[config.mk]
export PLATFORM = sky130hd
export DESIGN_NAME = intersection_cmd_driver
export DESIGN_NICKNAME = d
export VERILOG_FILES = /design/src/rtl/intersection_cmd_driver_pkg.sv /design/src/rtl/intersection_cmd_driver_cmd_fifo.sv /design/src/rtl/intersection_cmd_driver.sv
export SDC_FILE = /design/constraint.sdc
export NUM_CORES = 1
export LEC_CHECK = 0
export CAP_MARGIN = 0
export CORE_ASPECT_RATIO = 1.25
export CORE_UTILIZATION = 25
export DETAILED_ROUTE_END_ITERATION = 10
export HOLD_SLACK_MARGIN = 0.05
export SLEW_MARGIN = 0
export SYNTH_ARGS = -nofsm -noshare
export SYNTH_HDL_FRONTEND = slang
export SYNTH_HIERARCHICAL = 1
export SYNTH_SLANG_ARGS = --single-unit
[constraint.sdc]
create_clock -name clk -period 2.1 [get_ports clk]
set_clock_uncertainty 0.05 [all_clocks]
set_input_delay 0.315 -clock clk [delete_from_list [all_inputs] [get_ports clk]]
set_output_delay 0.315 -clock clk [all_outputs]
set_load 0.02 [all_outputs]
[src/rtl/intersection_cmd_driver_pkg.sv]
// Shared definitions for the intersection command driver.
// Latency: none (types, constants and pure helper functions only).
// Backpressure: not applicable.
package intersection_cmd_driver_pkg;

   // Request op encoding; identical to the simulator's mode[1:0].
   localparam logic [1:0] OP_REMA = 2'b00;
   localparam logic [1:0] OP_REMB = 2'b01;
   localparam logic [1:0] OP_ADDA = 2'b10;
   localparam logic [1:0] OP_ADDB = 2'b11;

   localparam logic [2:0] MODE_DISPLAY = 3'b100;
   localparam logic [2:0] MODE_BLANK   = 3'b000;

   typedef enum logic [2:0] {
      ST_IDLE,
      ST_WAIT_GREEN,
      ST_SETUP,
      ST_FIRE,
      ST_RELEASE
   } state_t;

   function automatic logic is_add(input logic [1:0] op);
      return (op == OP_ADDA) || (op == OP_ADDB);
   endfunction

   // A remove may only be issued while its own road is green; adds never wait.
   function automatic logic road_green(input logic [1:0] op, input logic ga, input logic gb);
      logic g;
      case (op)
         OP_REMA: g = ga;
         OP_REMB: g = gb;
         default: g = 1'b1;
      endcase
      return g;
   endfunction

endpackage

[src/rtl/intersection_cmd_driver_cmd_fifo.sv]
// Synchronous request FIFO, DEPTH x W, head data read combinationally from rd_ptr.
// Latency: a pushed entry becomes visible on head_vld one cycle after its push edge (no bypass).
// Backpressure: push is ignored while full, even when a pop happens on the same edge.
//
// Ports:
//   clk, rst        clock, asynchronous active-high reset
//   push, push_dat  write request and data
//   pop             remove head entry (ignored when empty)
//   head_dat        oldest entry
//   head_vld        head exists and was not written on the previous edge
//   full, empty     occupancy flags
module cmd_fifo #(
   parameter int DEPTH = 4,
   parameter int W     = 7
) (
   input  logic         clk,
   input  logic         rst,
   input  logic         push,
   input  logic [W-1:0] push_dat,
   input  logic         pop,
   output logic [W-1:0] head_dat,
   output logic         head_vld,
   output logic         full,
   output logic         empty
);

   localparam int AW = $clog2(DEPTH);
   localparam logic [AW:0] FULL_CNT = (AW+1)'(DEPTH);
   localparam logic [AW:0] ONE_CNT  = (AW+1)'(1);

   logic [W-1:0]  mem [DEPTH];
   logic [AW-1:0] wr_ptr;
   logic [AW-1:0] rd_ptr;
   logic [AW:0]   count;
   logic          push_q;
   logic          do_push;
   logic          do_pop;

   assign full     = (count == FULL_CNT);
   assign empty    = (count == '0);
   assign do_push  = push && !full;
   assign do_pop   = pop && !empty;
   assign head_dat = mem[rd_ptr];

   // With a single entry that was written on the last edge, the head is that
   // fresh entry: hold it back one cycle. With two or more entries the head is
   // always older than the last write.
   assign head_vld = !empty && !((count == ONE_CNT) && push_q);

   always_ff @(posedge clk or posedge rst) begin
      if (rst) begin
         wr_ptr <= '0;
         rd_ptr <= '0;
         count  <= '0;
         push_q <= 1'b0;
      end else begin
         if (do_push) wr_ptr <= wr_ptr + 1'b1;
         if (do_pop)  rd_ptr <= rd_ptr + 1'b1;
         count  <= count + {{AW{1'b0}}, do_push} - {{AW{1'b0}}, do_pop};
         push_q <= do_push;
      end
   end

   always_ff @(posedge clk) begin
      if (do_push) mem[wr_ptr] <= push_dat;
   end

endmodule

[src/rtl/intersection_cmd_driver.sv]
// Command front end for IntersectionSimulator: queues add/remove requests and replays them as clean action pulses.
// Latency: add into empty queue pushed at edge E -> mode/plateIn at E+2, action high for one cycle at E+3, pop at E+5.
// Backpressure: req_ready = !full; removes hold the queue head until their road is green.
//
// Ports:
//   clk, rst               clock, asynchronous active-high reset
//   req_valid/req_ready    request handshake; req_op/req_plate request payload
//   green_a, green_b       light state from the simulator
//   disp_req               show display mode (3'b100) while idle
//   mode, plateIn, action  registered simulator command outputs
//   busy                   FSM active or requests queued
//   issued_cnt             fired command count, wraps at 256
module intersection_cmd_driver #(
   parameter int DEPTH   = 4,
   parameter int PLATE_W = 5
) (
   input  logic               clk,
   input  logic               rst,
   input  logic               req_valid,
   output logic               req_ready,
   input  logic [1:0]         req_op,
   input  logic [PLATE_W-1:0] req_plate,
   input  logic               green_a,
   input  logic               green_b,
   input  logic               disp_req,
   output logic [2:0]         mode,
   output logic [PLATE_W-1:0] plateIn,
   output logic               action,
   output logic               busy,
   output logic [7:0]         issued_cnt
);

   import intersection_cmd_driver_pkg::*;

   state_t               state;
   state_t               next_state;
   logic [PLATE_W+1:0]   head_dat;
   logic [1:0]           head_op;
   logic [PLATE_W-1:0]   head_plate;
   logic                 head_vld;
   logic                 head_green;
   logic                 fifo_full;
   logic                 fifo_empty;
   logic [2:0]           mode_n;
   logic [PLATE_W-1:0]   plate_n;
   logic                 action_n;

   cmd_fifo #(
      .DEPTH (DEPTH),
      .W     (PLATE_W + 2)
   ) u_fifo (
      .clk      (clk),
      .rst      (rst),
      .push     (req_valid),
      .push_dat ({req_op, req_plate}),
      .pop      (state == ST_RELEASE),
      .head_dat (head_dat),
      .head_vld (head_vld),
      .full     (fifo_full),
      .empty    (fifo_empty)
   );

   assign head_op    = head_dat[PLATE_W+1:PLATE_W];
   assign head_plate = head_dat[PLATE_W-1:0];
   assign head_green = road_green(head_op, green_a, green_b);
   assign req_ready  = !fifo_full;
   assign busy       = (state != ST_IDLE) || !fifo_empty;

   always_ff @(posedge clk or posedge rst) begin
      if (rst) state <= ST_IDLE;
      else     state <= next_state;
   end

   // Outputs are registered from the state being entered, so each state's
   // outputs are visible for exactly the cycles that state is occupied.
   always_comb begin
      next_state = state;
      mode_n     = mode;
      plate_n    = plateIn;
      action_n   = 1'b0;

      case (state)
         ST_IDLE: begin
            if (head_vld) next_state = head_green ? ST_SETUP : ST_WAIT_GREEN;
         end
         ST_WAIT_GREEN: begin
            if (head_green) next_state = ST_SETUP;
         end
         // Green is re-checked during SETUP; a drop here sends a remove back to wait.
         ST_SETUP:   next_state = head_green ? ST_FIRE : ST_WAIT_GREEN;
         // Once fired, a command always completes regardless of the light.
         ST_FIRE:    next_state = ST_RELEASE;
         ST_RELEASE: next_state = ST_IDLE;
         default:    next_state = ST_IDLE;
      endcase

      case (next_state)
         ST_IDLE:       mode_n = disp_req ? MODE_DISPLAY : MODE_BLANK;
         ST_WAIT_GREEN: mode_n = MODE_DISPLAY;
         ST_SETUP: begin
            mode_n = {1'b0, head_op};
            if (is_add(head_op)) plate_n = head_plate;
         end
         ST_FIRE:       action_n = 1'b1;
         default:       ;
      endcase
   end

   always_ff @(posedge clk or posedge rst) begin
      if (rst) begin
         mode       <= MODE_DISPLAY;
         plateIn    <= '0;
         action     <= 1'b0;
         issued_cnt <= 8'd0;
      end else begin
         mode    <= mode_n;
         plateIn <= plate_n;
         action  <= action_n;
         if (next_state == ST_FIRE) issued_cnt <= issued_cnt + 8'd1;
      end
   end

endmodule

==> results.md, run 1 <==
* Run status: complete, no violations
* Number of antenna violations at the first check in global routing at 0
* Critical Path Source Type: register
* Core Footprint at 9270 sq um
* Highest-delay cell along the critical path: sky130_fd_sc_hd__mux4_2
* Worst hold slack across all endpoints at 0.257 ns
* Post-synthesis async set-or-reset flop share at 0.500
* Critical Path Sink Type: register
* Number of flops mapped to enable cells by yosys at 28
* Required arrival time at the worst endpoint at 2.23 ns
* Final setup violation count at 0
* Top delay family on crit path: multiplexers
* Gate count after technology mapping at 157
* Most used standard cells in the synthesized netlist: sky130_fd_sc_hd__edfxtp_1 (28), sky130_fd_sc_hd__dfrtp_1 (27), sky130_fd_sc_hd__inv_1 (12), sky130_fd_sc_hd__xnor2_1 (10)
* Number of global-route vias before repair at 1395
* Worst hold-check path type: in2async
* Type of the setup path with the least slack: reg2reg
* Share of cells above drive strength 1 at 0.245
* First-iteration detailed-routing DRC count at 36
* Number of vias per cell after detailed routing at 4.13
* Die area at 10000 sq um
* Slew at the pin closest to its max-slew limit at 0.405 ns
* Sequential cell area fraction in the yosys report at 0.640
* Clock latency reported for the late side of the worst-skew pair at 0.29 ns
* Overall power of the completed layout at 0.00457 W
* Die Y at 112 microns
* Row Count at 39
* Pleak at 1.24 nW
* Instance count after placement with tap cells included at 326
* Post-Syn Area at 2410 sq um
* Final cell count without fillers at 335
* Count of buffers from port buffering at 31
* Time the worst path needs with I/O delays and setup at 2.08 ns
* Weighted congestion reported at the end of routability-driven placement at 0.700
* Area growth from synthesis to layout at 31.6%
* Cell with the most instances after synthesis: sky130_fd_sc_hd__edfxtp_1
* Wire length of the first global-routing pass at 6.90 mm
* Cells taking the most area after synthesis: sky130_fd_sc_hd__edfxtp_1 (35%), sky130_fd_sc_hd__dfrtp_1 (28%), sky130_fd_sc_hd__mux4_2 (6.5%)
* Per-instance average area after synthesis at 15.4 sq um
* Fraction of post-synthesis cell area in the top cell type by area at 0.349
* Bufs and invs on worst path at 1
* Number of max-slew violations in the final report at 0
* Maximum number of pins on one net before global-route repair at 21
* Largest area contributor in the synthesized netlist: sky130_fd_sc_hd__edfxtp_1
* Data arrival time at the worst-slack endpoint at 2.20 ns
* Number of vias after detailed routing at 1384
* Detail Placement HPWL at 3.19 mm
* Routed WL per cell at 12.4 microns
* Power per standard cell area at 1440 nW/um^2
* Flip-flop and latch count after synthesis at 56
* Net Count, Synth at 178
* Clock slew at reported path FFs at 0.07 ns
* Maximum level of the CTS H-tree at 2
* Antenna Violating Nets Remaining at 0
* I/O pin count at 32
* CTS Sinks at 56
* Largest vdd supply drop at 0.451 mV
* Overall global routing resource usage at 0.0897
* Total congestion overflow at 0
* Total routed wirelength at 4.16 mm
* Count of filler cells inserted in the layout at 916
* Nets at 232
* Final cycle utilization of the critical path at 0.989
* Maximum single-stage delay on the critical path at 0.54 ns
* Count of distinct cell types in the synthesized netlist at 36
* Antenna Cells at 0
* Yosys warning count at 6
* Worst slew margin at 0.730
* Router iterations before antenna repair at 4
* Drc violations at 0
* Final hold violation count at 0
* RSZ-0062 raised after global routing: yes
* Initial standard-cell utilization of the core at 0.260
* Max Freq at 482 MHz
* Critical path cell sequence: mux4_2 -> mux2i_2 -> a2111oi_4 -> buf_6 -> mux2_4
* Root buffer selected by CTS: sky130_fd_sc_hd__clkbuf_16
* Worst-path fanout max at 9
* Clock tree from TritonCTS: built
* Maximum root-to-sink buffer count at 2
* Max_cap viols at 0
* Clock buffers created by TritonCTS at 5
* Post-synth top flop: sky130_fd_sc_hd__edfxtp_1
* Die W at 89.9 microns
* Aggregate negative setup slack at 0 ns
[path summary, 6_finish.rpt]
| kind | slack (ns) | end | cells after the start | start |
|---|---|---|---|---|
| worst max-delay path | 0.02 | issued_cnt[1] | 5 | u_fifo/rd_ptr[0] |
| worst min-delay path | 0.26 | u_fifo/count[2] | 2 | rst |
| worst max register to register | 0.02 | issued_cnt[1] | 5 | u_fifo/rd_ptr[0] |
| worst min register to register | 0.42 | issued_cnt[7] | 1 | issued_cnt[7] |
| max in group asynchronous | 1.41 | mode[2] | 3 | rst |
| min in group clk | 0.42 | issued_cnt[7] | 1 | issued_cnt[7] |
[area by class of cell]
type                            count  area [sq um]  area share
Clock inverter                      3          28.8     0.00907
Clock buffer                        5           125      0.0394
Timing Repair Buffer               52           465       0.147
Multi-Input combinational cell     84           813       0.256
Inverter                           12          45.0      0.0142
Tap cell                          123           154      0.0485
Sequential cell                    56          1540       0.486
[per-stage QoR]
step	utilization	setup WS, ns	instance area (sq um)
2_1_floorplan	-	-0.100	2420
3_3_place_gp	0.324	-0.0374	3000
3_5_place_dp	0.324	-0.0837	3000
4_1_cts	0.341	-0.00847	3160
5_1_grt	0.342	-0.0430	3170
6_report	0.342	0.0234	3170
[logic make-up (layout without fill, tap and decap cells)]
kind of cell	Yosys count	after routing	share of synthesized area
muxes	14	14	0.0975
xor gates and xnor gates	11	11	0.0399
AOI/OAI and AO/OA	13	13	0.0467
buffers and inverters	17	72	0.0327
DFF	56	56	0.640
adders and majority gates	8	8	0.0446
and+or+nand+nor	38	38	0.0991
[cell usage in the layout, fill, tap and decap left out, types with 2 or more instances in the layout]
| cell | n |
|---|---|
| sky130_fd_sc_hd__edfxtp_1 | 28 |
| sky130_fd_sc_hd__mux2_2 | 5 |
| sky130_fd_sc_hd__ha_1 | 7 |
| sky130_fd_sc_hd__nand4_1 | 4 |
| sky130_fd_sc_hd__clkdlybuf4s50_1 | 29 |
| sky130_fd_sc_hd__nor2_1 | 6 |
| sky130_fd_sc_hd__o211ai_1 | 3 |
| sky130_fd_sc_hd__nor3_1 | 3 |
| sky130_fd_sc_hd__buf_4 | 20 |
| sky130_fd_sc_hd__nand2_1 | 7 |
| sky130_fd_sc_hd__nand2b_1 | 5 |
| sky130_fd_sc_hd__o21ai_0 | 3 |
| sky130_fd_sc_hd__and3_1 | 2 |
| sky130_fd_sc_hd__nand4bb_1 | 2 |
| sky130_fd_sc_hd__xnor2_1 | 9 |
| sky130_fd_sc_hd__clkbuf_16 | 5 |
| sky130_fd_sc_hd__dfrtp_1 | 27 |
| sky130_fd_sc_hd__a21oi_1 | 2 |
| sky130_fd_sc_hd__mux4_2 | 7 |
| sky130_fd_sc_hd__inv_1 | 12 |
| sky130_fd_sc_hd__and3b_1 | 4 |
| sky130_fd_sc_hd__inv_6 | 2 |
[metal layers]
metal,global-route usage,part of all wire,vias to the layer above
li1,-,-,679
met1,0.109,0.45,675
met2,0.148,0.50,26
met3,0.0287,0.041,4
met4,0.0355,0.013,0
met5,0,0,-
[what timing repair did]
| action | 4_1_cts | 5_1_grt |
|---|---|---|
| endpoints found under the setup margin | 4 | 7 |
| setup buffers | 1 | 0 |
| hold buffers | 0 | 0 |
| gates resized for setup | 7 | 2 |
[worst reg2reg max path, cell delays in order (launching register included)]
cell and delay [ns]:
sky130_fd_sc_hd__dfrtp_1 0.37, sky130_fd_sc_hd__mux4_2 0.54, sky130_fd_sc_hd__mux2i_2 0.20, sky130_fd_sc_hd__a2111oi_4 0.33, sky130_fd_sc_hd__buf_6 0.18, sky130_fd_sc_hd__mux2_4 0.30
[power by group]
part | total, W | internal, W | switching (W)
clock | 0.000852 | 0.000460 | 0.000393
combinational | 0.00196 | 0.00104 | 0.000918
sequential | 0.00176 | 0.00152 | 0.000235
total | 0.00457 | 0.00303 | 0.00155
[sequential cells by signal, indices dropped and copies added, names as in the netlist]
register,cells
u_fifo/mem,28
issued_cnt,8
u_fifo/rd_ptr,2
state,3
u_fifo/count,3
action,1
u_fifo/push_q,1
mode,3
u_fifo/wr_ptr,2
plateIn,5
Power figures use the tool's default switching activity.
==> run 2, diff against run 1 <==
SLEW_MARGIN = 20   (was 0)
==> results of run 2 <==
No change in the layout: final DEF, timing and power equal those of run 1.
==> run 3, diff against run 2 <==
CAP_MARGIN = 10   (was 0)
==> results of run 3 <==
No change in the layout: final DEF, timing and power equal those of run 1.
